<file path="src/rtl/uart_cfg_regbank.sv">
`default_nettype none
// ============================================================================
// Module  : uart_cfg_regbank
// Brief   : Per-channel UART config shadow registers with idle-gated commit.
// Revision: 1.0
// ============================================================================
module uart_cfg_regbank #(
   parameter int          CH_W           = 1,
   parameter logic [11:0] DEFAULT_PERIOD = 12'd20,
   parameter logic [3:0]  DEFAULT_UP     = 4'd10,
   parameter logic [3:0]  DEFAULT_DOWN   = 4'd5,
   parameter logic [11:0] MIN_PERIOD     = 12'd8,
   localparam int         NUM_CH         = 2**CH_W
) (
   input  logic                   clk,
   input  logic                   rst,
   input  logic                   p_We_i,
   input  logic                   p_Re_i,
   input  logic [CH_W+1:0]        Addr_i,
   input  logic [7:0]             WrData_i,
   output logic [7:0]             RdData_o,
   input  logic [NUM_CH-1:0]      p_Busy_i,
   output logic [NUM_CH*12-1:0]   AcqPeriod_o,
   output logic [NUM_CH*8-1:0]    BitCompensation_o,
   output logic [NUM_CH-1:0]      p_ParityEnable_o,
   output logic [NUM_CH-1:0]      p_BigEnd_o,
   output logic [NUM_CH-1:0]      ParityMethod_o,
   output logic [NUM_CH-1:0]      p_CfgDone_o,
   output logic [NUM_CH-1:0]      p_CfgErr_o
);

   typedef struct packed {
      logic        big;
      logic        pen;
      logic        meth;
      logic [11:0] period;
      logic [7:0]  comp;
   } cfg_t;

   typedef enum logic [1:0] {
      ST_IDLE  = 2'd0,
      ST_WAIT  = 2'd1,
      ST_APPLY = 2'd2
   } state_t;

   localparam cfg_t CFG_RST = cfg_t'({1'b0, 1'b1, 1'b1, DEFAULT_PERIOD, DEFAULT_UP, DEFAULT_DOWN});

   cfg_t              shadow_q [NUM_CH];
   cfg_t              shadow_d [NUM_CH];
   cfg_t              active_q [NUM_CH];
   cfg_t              active_d [NUM_CH];
   state_t            state_q  [NUM_CH];
   state_t            state_d  [NUM_CH];
   logic [NUM_CH-1:0] err_q, err_d;
   logic [NUM_CH-1:0] done_q, done_d;
   logic [7:0]        rd_data_q, rd_data_d;

   logic [CH_W-1:0]   addr_ch;
   logic [1:0]        addr_reg;

   assign addr_ch  = Addr_i[CH_W+1:2];
   assign addr_reg = Addr_i[1:0];

   // Compensation sum is widened to 12 bits so it can never wrap.
   function automatic logic cfg_valid(input cfg_t c);
      logic [11:0] comp_sum;
      comp_sum = 12'(c.comp[7:4]) + 12'(c.comp[3:0]);
      return (c.period >= MIN_PERIOD) && (comp_sum < c.period);
   endfunction

   always_comb begin
      err_d  = err_q;
      done_d = '0;
      for (int ch = 0; ch < NUM_CH; ch++) begin
         shadow_d[ch] = shadow_q[ch];
         active_d[ch] = active_q[ch];
         state_d[ch]  = state_q[ch];
      end

      for (int ch = 0; ch < NUM_CH; ch++) begin
         if (p_We_i && (addr_ch == CH_W'(ch))) begin
            case (addr_reg)
               2'd0: begin
                  shadow_d[ch].big           = WrData_i[7];
                  shadow_d[ch].pen           = WrData_i[6];
                  shadow_d[ch].meth          = WrData_i[5];
                  shadow_d[ch].period[11:8]  = WrData_i[3:0];
               end
               2'd1: shadow_d[ch].period[7:0] = WrData_i;
               2'd2: shadow_d[ch].comp        = WrData_i;
               default: begin
                  if (WrData_i[1]) begin
                     err_d[ch] = 1'b0;
                  end
                  if (WrData_i[0] && (state_q[ch] == ST_IDLE)) begin
                     state_d[ch] = ST_WAIT;
                  end
               end
            endcase
         end

         // Applies the pre-write shadow; an error set here overrides a same-cycle clear.
         case (state_q[ch])
            ST_WAIT: begin
               if (!p_Busy_i[ch]) begin
                  state_d[ch] = ST_APPLY;
               end
            end
            ST_APPLY: begin
               state_d[ch] = ST_IDLE;
               if (cfg_valid(shadow_q[ch])) begin
                  active_d[ch] = shadow_q[ch];
                  done_d[ch]   = 1'b1;
               end else begin
                  err_d[ch] = 1'b1;
               end
            end
            default: ;
         endcase
      end
   end

   always_comb begin
      rd_data_d = rd_data_q;
      if (p_Re_i) begin
         case (addr_reg)
            2'd0: rd_data_d = {shadow_q[addr_ch].big, shadow_q[addr_ch].pen,
                               shadow_q[addr_ch].meth, 1'b0,
                               shadow_q[addr_ch].period[11:8]};
            2'd1: rd_data_d = shadow_q[addr_ch].period[7:0];
            2'd2: rd_data_d = shadow_q[addr_ch].comp;
            default: rd_data_d = {5'b0, p_Busy_i[addr_ch], err_q[addr_ch],
                                  (state_q[addr_ch] != ST_IDLE)};
         endcase
      end
   end

   always_ff @(posedge clk or negedge rst) begin
      if (!rst) begin
         for (int ch = 0; ch < NUM_CH; ch++) begin
            shadow_q[ch] <= CFG_RST;
            active_q[ch] <= CFG_RST;
            state_q[ch]  <= ST_IDLE;
         end
         err_q     <= '0;
         done_q    <= '0;
         rd_data_q <= '0;
      end else begin
         for (int ch = 0; ch < NUM_CH; ch++) begin
            shadow_q[ch] <= shadow_d[ch];
            active_q[ch] <= active_d[ch];
            state_q[ch]  <= state_d[ch];
         end
         err_q     <= err_d;
         done_q    <= done_d;
         rd_data_q <= rd_data_d;
      end
   end

   always_comb begin
      AcqPeriod_o       = '0;
      BitCompensation_o = '0;
      p_ParityEnable_o  = '0;
      p_BigEnd_o        = '0;
      ParityMethod_o    = '0;
      for (int ch = 0; ch < NUM_CH; ch++) begin
         AcqPeriod_o[ch*12 +: 12]     = active_q[ch].period;
         BitCompensation_o[ch*8 +: 8] = active_q[ch].comp;
         p_ParityEnable_o[ch]         = active_q[ch].pen;
         p_BigEnd_o[ch]               = active_q[ch].big;
         ParityMethod_o[ch]           = active_q[ch].meth;
      end
   end

   assign RdData_o    = rd_data_q;
   assign p_CfgDone_o = done_q;
   assign p_CfgErr_o  = err_q;

endmodule
`default_nettype wire

</file>
<file path="config.mk">
export PLATFORM = sky130hd
export DESIGN_NAME = uart_cfg_regbank
export DESIGN_NICKNAME = d
export VERILOG_FILES = /design/src/rtl/uart_cfg_regbank.sv
export SDC_FILE = /design/constraint.sdc
export NUM_CORES = 1
export LEC_CHECK = 0
export BUFFER_PORTS_ARGS = -buffer_cell sky130_fd_sc_hd__buf_2
export CAP_MARGIN = 30
export CORE_UTILIZATION = 45
export DETAILED_ROUTE_END_ITERATION = 10
export PLACE_DENSITY_LB_ADDON = 0.25
export SLEW_MARGIN = 5
export SYNTH_ARGS = -nofsm -noshare
export SYNTH_HDL_FRONTEND = slang
export SYNTH_SLANG_ARGS = --single-unit
</file>
<file path="constraint.sdc">
create_clock -name clk -period 3.7 [get_ports clk]
set_input_delay 0.74 -clock clk [delete_from_list [all_inputs] [get_ports clk]]
set_output_delay 0.74 -clock clk [all_outputs]
set_load 0.02 [all_outputs]
</file>
== Word level (Yosys, flattened, before mapping) ==
Cells that the tools add are included.
Storage, ports and cells
  bits in registers: 108
  input port bits: 17
  output and inout port bits: 58
  word-level logic and storage cells: 97
Operators by class
  add/sub/neg operators: 2
  order comparisons: 6
  equality and inequality tests: 6
  multiplexer cells: 35
  bitwise logic cells: 2
  reduce and logical (&&, ||, !) cells: 19
Operators with widths (count)
  $mux 23: 3
  $ge 12x4->1 const B: 2
  $lt 5x12->1: 2
  $pmux 8 s3: 1
  $mux 2: 11
  $mux 1: 18
  $reduce_and 2->1: 8
  $add 4x4->5: 2
  $pmux 2 s2: 2
  $eq 2x1->1 const B: 3
  $eq 2x2->1 const B: 3
  $logic_and 1x1->1: 6
  $logic_not 2->1: 3
  $reduce_or 3->1: 1
  $ge 2x2->1 const B: 1
  $lt 1x2->1 const B: 1
  $not 1->2: 1
  $reduce_bool 2->1: 1
  $not 1->1: 1

== Depth between registers and ports, before layout ==
Gate-level depths: netlist (run 1).
  word-level depth: 7
  mapped depth: 10
  gate-level depth less buffers: 9

== Least setup slack after synthesis (run 1) ==
OpenSTA, ideal clock, no wires.
  kind: register to register
  start point: reg shadow_q[23] in the netlist's numbering
  end point: reg active_q, in the netlist AcqPeriod_o[1]
  setup time: 0.125 ns
  arrival: 2.555 ns
  required time: 3.575 ns
  path slack: 1.020 ns
  cell stages (with the launch flop): 9
  path buffers: 1
  clock period less this slack: 2.680 ns
  path through: dfstp_2 ha_1 fa_1 ha_1 or3b_1 a211oi_2 o21ai_2 buf_6 mux2_4
On the way
  word-level cells in the longest chain between the ends: 4
Ends and longest elaborated chain
  start, declared: RTL line 48  | cfg_t shadow_q [NUM_CH];
  start signal, assigned by index: RTL line 150  | shadow_q[ch] <= shadow_d[ch];
  $add 4x4->5: RTL line 67  | comp_sum = 12'(c.comp[7:4]) + 12'(c.comp[3:0]);
  $lt 5x12->1: RTL line 68  | return (c.period >= MIN_PERIOD) && (comp_sum < c.period);
  $logic_and 1x1->1: RTL line 68
  $reduce_and 2->1 (no line)
  end signal, assigned by index: RTL line 151  | active_q[ch] <= active_d[ch];
  end, declared: RTL line 50  | cfg_t active_q [NUM_CH];
No other way between the ends.
A chain may end at the register's enable or synchronous reset.

== Final worst setup path (run 1) ==
  start point: reg shadow_q[28] in the netlist's numbering
  end point: reg active_q, in the netlist BitCompensation_o[4]
Same word-level chain as after synthesis.

==> metrics.txt, run 1 <==
outcome=completed; Post-Place Cell Area=0.005704 mm²; Synth Cell Area=0.005218 mm²; Critical Path Start=shadow_q[28]; I/O pins=75; DP Wirelength=approximately 8400 µm; clock root cell=clkbuf_16; initial antenna violation count=0; Critical Path Fanout Max=17; Critical R2R Capture=BitCompensation_o[4]; Sequential cell area=~0.0027 mm²; min Tclk post-route=between 3 and 4 ns; Final Cell Area=between 0.005 and 0.006 mm²; final hold viol count=0; wire length per cell=approximately 19 µm; Worst Setup End Kind=flop; number of remaining DRC errors=0; Inserted Clock Buffers=9; hold crit path type=input port to asynchronous set/reset pin; Clock Path Buffers=2; number of cells after detailed placement=593; H-tree Lvls=3; synth top area cells=dfrtp_1, dfstp_2, mux2_2, mux2_4, ha_1; router iterations before antenna repair=4; register bit total from synthesis=108; Most used DFF post-synth=dfrtp_1; most frequent cells in the layout=dfrtp_1, buf_2, mux2_2, dfstp_2, mux2_4; Vias=3376; Final Max Slew Viols=0; Die Y=~110 µm; CTS tree=yes; WP data required=3.94 ns; FF-to-FF Start=shadow_q[28]; via/cell ratio=roughly 5.5; synthesized area per cell=13.28 µm²; total power draw=a little under 5 mW; critical path class=flop to flop; # resized after CTS=0; final net count=approximately 510; Slew headroom=50.50%; Multi-input gate area=0.002307 mm²; vias in the first global route=3522; Die X-Extent=109.7 µm; Mapped Cells=393; Max Clk Rate=327.6 MHz; pwr/cell area=811.4 mW/mm²; asr flop ratio synth=100.0%; Clk pin slew, worst setup/hold paths=0.08 ns; Final period util=between 80% and 90%; Area Growth Syn to Fin=14.82%; Worst Tran Pin Value=0.7426 ns; Ys Warns=0; Hold Buf Count CTS=0; Post-Syn Nets=between 400 and 500; PortBufs=74; largest net degree at the start of global routing=59; Core Region=~0.011 mm²; area leader, netlist=dfrtp_1; reg2reg setup slack=about 0.65 ns; grt ovf=0; clk_skew=0.01110 ns; P_leak=2.847 nW; CP startpoint kind=flop; drt total wl=11750 µm; register area share after synthesis=52.57%; Worst VDD drop=between 0.0004 and 0.0005 V; layout cells sized above 1=46.06%; Antenna diodes=0; Post-synth EDFFs=0; fill count=963; Worst-Skew Late Latency=about 0.36 ns; first-pass GRT wire length=around 19000 µm; RSZ-0062 raised after global routing=no; Initial Util=47.10%; Worst Path Arrival=3.30 ns; Post-DRT Antenna Nets=0; Total Neg Setup Slack=0 ns; top-area cell type share of the netlist area=a little over a third; clock sink count=108; Post-CTS Setup Inserts=0; Netlist cell types=44; row count=38; Global Route Usage Sum=between 20% and 30%; 1st-iter DRT viols=206; Max Cap Violations=0; final setup fails=0; Register-to-Register Path Depth=10; die area=about 0.012 mm²; Post-Layout Cell Count=609; most common cell after layout, fill and taps aside=dfrtp_1; Placer Congestion=~0.83
[worst max-delay path by stage]
stage	endpoint	slack, ns
after floorplan	AcqPeriod_o[1]	1.02
after global placement	BitCompensation_o[4]	0.77
after detailed placement	BitCompensation_o[4]	0.64
after CTS	BitCompensation_o[4]	0.63
after global routing	BitCompensation_o[6]	0.45
final	BitCompensation_o[4]	0.65
[cells in the mapped netlist, types with 3 or more instances]
| library cell | instances |
|---|---|
| nor2_1 | 5 |
| inv_1 | 17 |
| mux2_2 | 56 |
| mux2i_1 | 9 |
| a21o_1 | 7 |
| and2_1 | 3 |
| a22o_1 | 16 |
| a21oi_1 | 14 |
| clkbuf_1 | 9 |
| nand2_1 | 13 |
| nand3_1 | 4 |
| buf_6 | 4 |
| nor2b_1 | 12 |
| mux2_4 | 24 |
| a31o_2 | 3 |
| o211ai_1 | 5 |
| o21ai_0 | 12 |
| dfrtp_1 | 76 |
| nor3_1 | 6 |
| buf_2 | 3 |
| a22oi_1 | 5 |
| dfstp_2 | 32 |
| ha_1 | 22 |
[cell families after synthesis]
kind of cell,synth area share (%)
AOI/OAI and AO/OA,11.20
xor gates and xnor gates,0.6716
adders and majority gates,6.043
buffers and inverters,3.213
DFF,52.57
muxes,20.72
and+or+nand+nor,5.588
[stage by stage]
stage | setup slack [ns] | hold WS, ns | utilization, %
2_1_floorplan | 1.020 | 0.4444 | -
3_3_place_gp | 0.7717 | 0.4756 | 51.49
3_5_place_dp | 0.6430 | 0.4807 | 51.49
4_1_cts | 0.6302 | 0.4765 | 54.08
5_1_grt | 0.4539 | 0.5086 | 54.08
6_report | 0.6479 | 0.4461 | 54.08
[power by group]
| part | internal [mW] | switching, mW |
|---|---|---|
| Combinational | 0.929 | 1.00 |
| Clock | 0.484 | 0.447 |
| Sequential | 1.68 | 0.312 |
| Total | 3.10 | 1.76 |
[cell type report]
cell class,instances,share of cell area (%)
Sequential cell,108,45.78
Multi-Input combinational cell,250,38.51
Timing Repair Buffer,78,6.934
Clock buffer,11,4.052
Tap cell,140,2.924
Inverter,17,1.065
Clock inverter,5,0.7310
[metal layers]
| layer | track usage [%] | wire length [µm] |
|---|---|---|
| met5 | 0 | 0 |
| met3 | 5.098 | 578 |
| met1 | 30.36 | 5574 |
| met2 | 33.02 | 5478 |
| met4 | 5.238 | 123 |
[state kept, by name, summed over array words and instances (netlist names)]
register and cells:
BitCompensation_o 16, p_CfgDone_o 2, p_BigEnd_o 2, AcqPeriod_o 24, RdData_o 8, p_ParityEnable_o 2
ParityMethod_o 2, state_q 4, p_CfgErr_o 2, shadow_q 46
[critical path: stages (launching register included)]
cell and delay, ns:
dfstp_2 0.59, ha_1 0.25, a21o_1 0.18, a21oi_1 0.19
xnor2_1 0.10, ha_1 0.30, o211a_1 0.15, a211oi_2 0.07
o21ai_2 0.36, buf_4 0.36, mux2_2 0.37
Power figures use the tool's default switching activity.
==> run 2, diff against run 1 <==
- clock period: 3.7 -> 2.7 ns (I/O delays scaled with it)
==> run 2 against run 1 <==
Net effect: the flow now finishes with violations (setup timing); first-iteration DRC count decreased by 20%; global-route usage increased by 0.26 points; sequential share of layout area decreased by 3.1 points; clock skew about the same; highest routed layer unchanged.
==> metrics.txt, run 2 (synthesized netlist as in run 1, its figures left out) <==
number of remaining DRC errors=0 (unchanged); Worst-Skew Late Latency=0.35 ns (about the same); Area Growth Syn to Fin=23.26%; FF-to-FF Start=shadow_q[0]; final hold viol count=0 (unchanged); Critical R2R Capture=BitCompensation_o[14]; GR Util met3=2.905% (-2.2 points); Worst VDD drop=0.0004662 V (+11%); Final Cell Area=0.006431 mm² (+7.4%); final setup fails=32 (+32); crit-path cells=ha_4 -> fa_2 -> ha_4 -> or3b_4 -> a211oi_4 -> o21ai_4 -> clkbuf_16 -> mux2_4; busiest grt layer=met2; RSZ-0062 raised after global routing=yes; fill count=939 (-2.5%); hold crit path type=input port to asynchronous set/reset pin; wire length per cell=19.86 µm (+2.9%); row count=38 (unchanged); Die X-Extent=109.7 µm (unchanged); Worst Tran Pin Value=0.5608 ns (-0.1817 ns); Global Route Usage Sum=21.66% (+0.26 points); Clock Path Buffers=2 (unchanged); 1st-iter DRT viols=164 (-20%); Max Clk Rate=361.6 MHz (+10%); H-tree Lvls=3 (unchanged); drt total wl=12630 µm (+7.4%); layout cells sized above 1=51.81% (+5.8 points); Inserted Clock Buffers=9 (unchanged); clock root cell=clkbuf_16; I/O pins=75 (unchanged); outcome=finished, violations left; Final Max Slew Viols=0 (unchanged); most frequent cells in the layout=dfrtp_1, buf_2, mux2_2, dfstp_2, buf_4; min Tclk post-route=2.766 ns (-0.2865 ns); max reg flops=46 (unchanged); die area=0.01203 mm² (unchanged); largest register by flop count=shadow_q; vias in the first global route=3579 (+1.6%); largest net degree at the start of global routing=45 (-24%); router iterations before antenna repair=4 (unchanged); Initial Util=47.10% (unchanged); Antenna diodes=0 (unchanged); critical path class=flop to flop; CP startpoint kind=flop; largest delay contributor family on the critical path=adder cells; total power draw=7.332 mW (+51%); most frequent CP cell=ha_4; first-pass GRT wire length=19230 µm (+1.6%); Placer Congestion=0.8760 (+5.1%); Post-DRT Antenna Nets=0 (unchanged); Critical Path Max Stage Delay=0.56 ns (-0.03 ns); failing checks=setup timing; Post-Place Cell Area=0.005857 mm² (+2.7%); WP buf/inv=1 (unchanged); final net count=532 (+5.3%); pwr/cell area=1140 mW/mm² (+41%); Max Cap Violations=0 (unchanged); met1 usage=30.46% (+0.11 points); Die Y=109.7 µm (unchanged); Clk pin slew, worst setup/hold paths=0.08 ns (about the same); clk_skew=0.01116 ns (+0.00006100 ns); Worst Path Arrival=3.00 ns (-0.30 ns); met2 Resource Use GR=33.74% (+0.72 points); PortBufs=74 (unchanged); Core Region=0.01108 mm² (unchanged); clock sink count=108 (unchanged); CTS tree=yes; most common cell after layout, fill and taps aside=dfrtp_1; grt ovf=0 (unchanged); Critical Path Fanout Max=6 (-11); via/cell ratio=5.675 (+2.4%); Slew headroom=62.61% (+12 points); reg2reg setup slack=-0.07 ns (-0.71 ns); Register-to-Register Path Depth=8 (-2); cell with the largest stage delay on the worst path=dfstp_2; hold slack=0.1620 ns (-0.2841 ns); Final period util=102.4% (+20 points); DP Wirelength=8722 µm (+3.5%); initial antenna violation count=0 (unchanged); WP data required=2.94 ns (-1.00 ns); Worst Setup End Kind=flop; post-route setup slack=-0.06559 ns (-0.7135 ns); Total Neg Setup Slack=-1.027 ns (-1.027 ns); P_leak=3.052 nW (+7.2%); Vias=3609 (+6.9%)
run 2: area by class of cell:
type | instances | area [µm²] | share of cell area [%]
clock inverters | 7 | 98.84 | 1.537
repair buffers | 105 | 713.2 | 11.09
clock buffers | 9 | 225.2 | 3.502
multi-input cells | 250 | 2411 | 37.49
well taps | 140 | 175.2 | 2.724
inverters | 17 | 63.81 | 0.9922
flip-flops and latches | 108 | 2744 | 42.67
run 2: how the worst max path moves through the flow:
stage / cells past startpoint / end / start / slack [ns]
CTS: 8 / AcqPeriod_o[3] / shadow_q[23] / -0.003
finish: 8 / BitCompensation_o[14] / shadow_q[0] / -0.07
detailed placement: 8 / BitCompensation_o[3] / shadow_q[23] / -0.08
floorplan: 8 / AcqPeriod_o[1] / shadow_q[23] / 0.02
global route: 10 / BitCompensation_o[14] / shadow_q[4] / -0.14
global placement: 8 / p_BigEnd_o[0] / shadow_q[23] / -0.01
run 2: power by group:
part	internal (mW)	total (mW)	leakage, nW	switching (mW)
combinational	1.60	3.16	1.63	1.56
clock	0.820	1.44	0.156	0.621
sequential	2.31	2.73	1.27	0.423
run 2: per-layer routing:
layer	vias up	routed length (µm)
met3	21	580
met1	1839	5925
met4	0	245
met5	-	0
li1	1637	-
met2	112	5878
run 2: timing repair:
item                                    CTS  global route
cloned                                    0             4
endpoints found under the setup margin   38            41
resized for setup                         7            14
setup buffers                             1             6
pin swaps                                 5            16
hold buffers                              0             0
run 2: stage by stage:
step	cells	worst slack, ns	utilization (%)
2_1_floorplan	393	0.02021	-
3_3_place_gp	610	-0.01173	52.87
3_5_place_dp	610	-0.08135	52.87
4_1_cts	627	-0.003341	56.18
5_1_grt	636	-0.1369	58.05
6_report	636	-0.06559	58.05
==> run 3, diff against run 2 <==
- ABC_AREA: not set -> 1
- GPL_TIMING_DRIVEN: not set -> 0
==> run 3 against run 2 <==
Net effect: the run now ends clean; sequential share of layout area grew 1.4 points; highest routed layer unchanged; largest cell class unchanged; register-to-register slack gained 0.28 ns; sequential power shrank 7%; critical endpoint is now AcqPeriod_o[22]; area after synthesis up 1.7%; critical path depth rose by 4; utilization decreased by 3.8 points; combinational power fell by 30%.
==> metrics.txt, run 3 <==
Worst Path Arrival=2.73 ns (-0.27 ns); cell with the largest stage delay on the worst path=dfstp_2; router iterations before antenna repair=5 (+1); WP buf/inv=1 (unchanged); min Tclk post-route=2.486 ns (-0.2791 ns); outcome=completed; RSZ-0062 raised after global routing=no; fill count=1059 (+13%); Post-CTS Setup Inserts=0 (-1); CP startpoint kind=flop; Antenna diodes=0 (unchanged); clock sink count=108 (unchanged); Critical Path Max Stage Delay=0.59 ns (+0.03 ns); clock root cell=clkbuf_16; Ys Warns=0 (unchanged); Netlist cell types=31 (-30%); grt ovf=0 (unchanged); asr flop ratio synth=100.0% (unchanged); Final Max Slew Viols=0 (unchanged); register area share after synthesis=51.67% (-0.89 points); Area Growth Syn to Fin=17.30%; CTS tree=yes; PortBufs=73 (-1.4%); drt total wl=13910 µm (+10%); most common cell after layout, fill and taps aside=nand2_1; final hold viol count=0 (unchanged); Vias=4613 (+28%); final net count=746 (+40%); Global Route Usage Sum=23.68% (+2.0 points); Placer Congestion=0.9629 (+9.9%); dpl ws=0.2331 ns (+0.3144 ns); largest net degree at the start of global routing=59 (+31%); Metal-1 WL=6410 µm (+8.2%); Post-Place Cell Area=0.005882 mm² (+0.43%); most frequent cells in the layout=nand2_1, buf_2, dfrtp_1, nand4_1, o21ai_0; Hold Buf Count CTS=0 (unchanged); Worst Setup End Kind=flop; register bit total from synthesis=108 (unchanged); wire length per cell=16.31 µm (-18%); Final period util=92.09% (-10 points); final setup fails=0 (-100%); die area=0.01223 mm² (+1.7%); Post-Syn Nets=661 (+52%); most instantiated cells after synthesis=nand2_1, dfrtp_1, nand4_1, o21ai_0, nor2_1; area leader, netlist=dfrtp_1; clk_skew=0.008252 ns (-0.002911 ns); Clk pin slew, worst setup/hold paths=0.07 ns (about the same); initial antenna violation count=0 (unchanged); row count=39 (+2.6%); Worst Tran Pin Value=0.6802 ns (+0.1193 ns); Worst VDD drop=0.0004597 V (-1.4%); Worst-Skew Late Latency=0.36 ns (about the same); Post-DRT Antenna Nets=0 (unchanged); Final Cell Area=0.006226 mm² (-3.2%); met3 routed wirelength=961 µm (+66%); Clock Path Buffers=2 (unchanged); max reg flops=46 (unchanged); number of remaining DRC errors=0 (unchanged); max layer used=met4; largest delay contributor family on the critical path=flip-flops; post-route setup slack=0.2135 ns (+0.2791 ns); Synth Cell Area=0.005308 mm² (+1.7%); Max Clk Rate=402.2 MHz (+11%); met2 wire length=6181 µm (+5.2%); hold slack=0.2181 ns (+0.05608 ns); crit-path cells=ha_1 -> a21oi_1 -> nand2_1 -> xor2_1 -> ha_1 -> a21oi_1 -> nand2_1 -> nand2_2 -> nand3_2 -> buf_6 -> nand2_1 -> nand2_1; Die X-Extent=110.6 µm (+0.85%); vias in the first global route=4401 (+23%); Critical Path Fanout Max=10 (+4); Mapped Cells=620 (+58%); 1st-iter DRT viols=398 (+140%); Initial Util=46.28% (-0.81 points); most frequent CP cell=nand2_1; pwr/cell area=1009 mW/mm² (-12%); largest register by flop count=shadow_q; synth top area cells=dfrtp_1, dfstp_2, nand2_1, nand4_1, ha_1; # resized after CTS=0 (-7); Most used DFF post-synth=dfrtp_1; P_leak=3.236 nW (+6.1%); layout cells sized above 1=22.68% (-29 points); WP data required=2.94 ns (about the same); synthesized area per cell=8.561 µm² (-36%); DP Wirelength=10210 µm (+17%); hold crit path type=input port to asynchronous set/reset pin; most common cell in the netlist=nand2_1; critical path class=flop to flop; total power draw=6.281 mW (-14%); Slew headroom=54.66% (-8.0 points); Die Y=110.6 µm (+0.85%); top-area cell type share of the netlist area=35.83% (-0.62 points); Core Region=0.01147 mm² (+3.5%); H-tree Lvls=3 (unchanged); via/cell ratio=5.408 (-4.7%); first-pass GRT wire length=22690 µm (+18%); Post-synth EDFFs=0 (unchanged); Inserted Clock Buffers=9 (unchanged); Max Cap Violations=0 (unchanged); I/O pins=75 (unchanged)
## run 3: layout make-up
type,count,area (µm²),area share [%]
timing repair buffer,74,395.4,6.350
inverter,45,171.4,2.753
buffer,31,175.2,2.814
tap,143,178.9,2.874
multi-input combinational,436,2218,35.63
clock buffer,12,246.5,3.959
sequential,108,2743,44.05
clock inverter,4,97.59,1.568
## run 3: worst reg2reg max path, delay by kind of cell, from the launching register on
kind / cells / cell delay (ns)
adders and majority gates: 2 / 0.59
DFF: 1 / 0.59
xor gates and xnor gates: 1 / 0.15
buffers and inverters: 1 / 0.19
AOI/OAI and AO/OA: 2 / 0.30
and+or+nand+nor: 6 / 0.56
## run 3: power by group
group          internal, mW  switching (mW)  total [mW]
Sequential             2.19           0.361        2.55
Clock                 0.933           0.584        1.52
Combinational         0.782            1.43        2.21
## run 3: layer usage
layer  vias up  GRT usage [%]
li1       2216              -
met3        24          3.293
met1      2197          35.14
met4         0          10.31
met2       176          34.53
met5         -              0
## run 3: final timing paths
kind / to / start / depth (start not counted) / slack (ns)
setup / recovery: AcqPeriod_o[22] / shadow_q[2] / 12 / 0.21
hold / removal: AcqPeriod_o[6] / rst / 1 / 0.22
setup reg to reg: AcqPeriod_o[22] / shadow_q[2] / 12 / 0.21
hold reg to reg: p_ParityEnable_o[1] / p_ParityEnable_o[1] / 2 / 0.46
max in group asynchronous: AcqPeriod_o[16] / rst / 2 / 1.72
min in group clk: p_ParityEnable_o[1] / p_ParityEnable_o[1] / 2 / 0.46
## run 3: kinds of logic after synthesis
kind of cell,Yosys count,synth area share [%]
AO/OA/AOI/OAI,84,8.392
XOR/XNOR,4,0.6600
adder cells (fa/ha/maj),24,5.941
buffers and inverters,76,6.530
flip-flops,108,51.67
AND/OR/NAND/NOR,324,26.80
## run 3: per-stage QoR
step / setup TNS (ns) / instances / util [%]
final: 0 / 853 / 54.29
after floorplan: 0 / 620 / -
after detailed placement: 0 / 837 / 51.29
after global routing: 0 / 853 / 54.29
after CTS: 0 / 853 / 54.29
after global placement: -0.7245 / 836 / 51.03
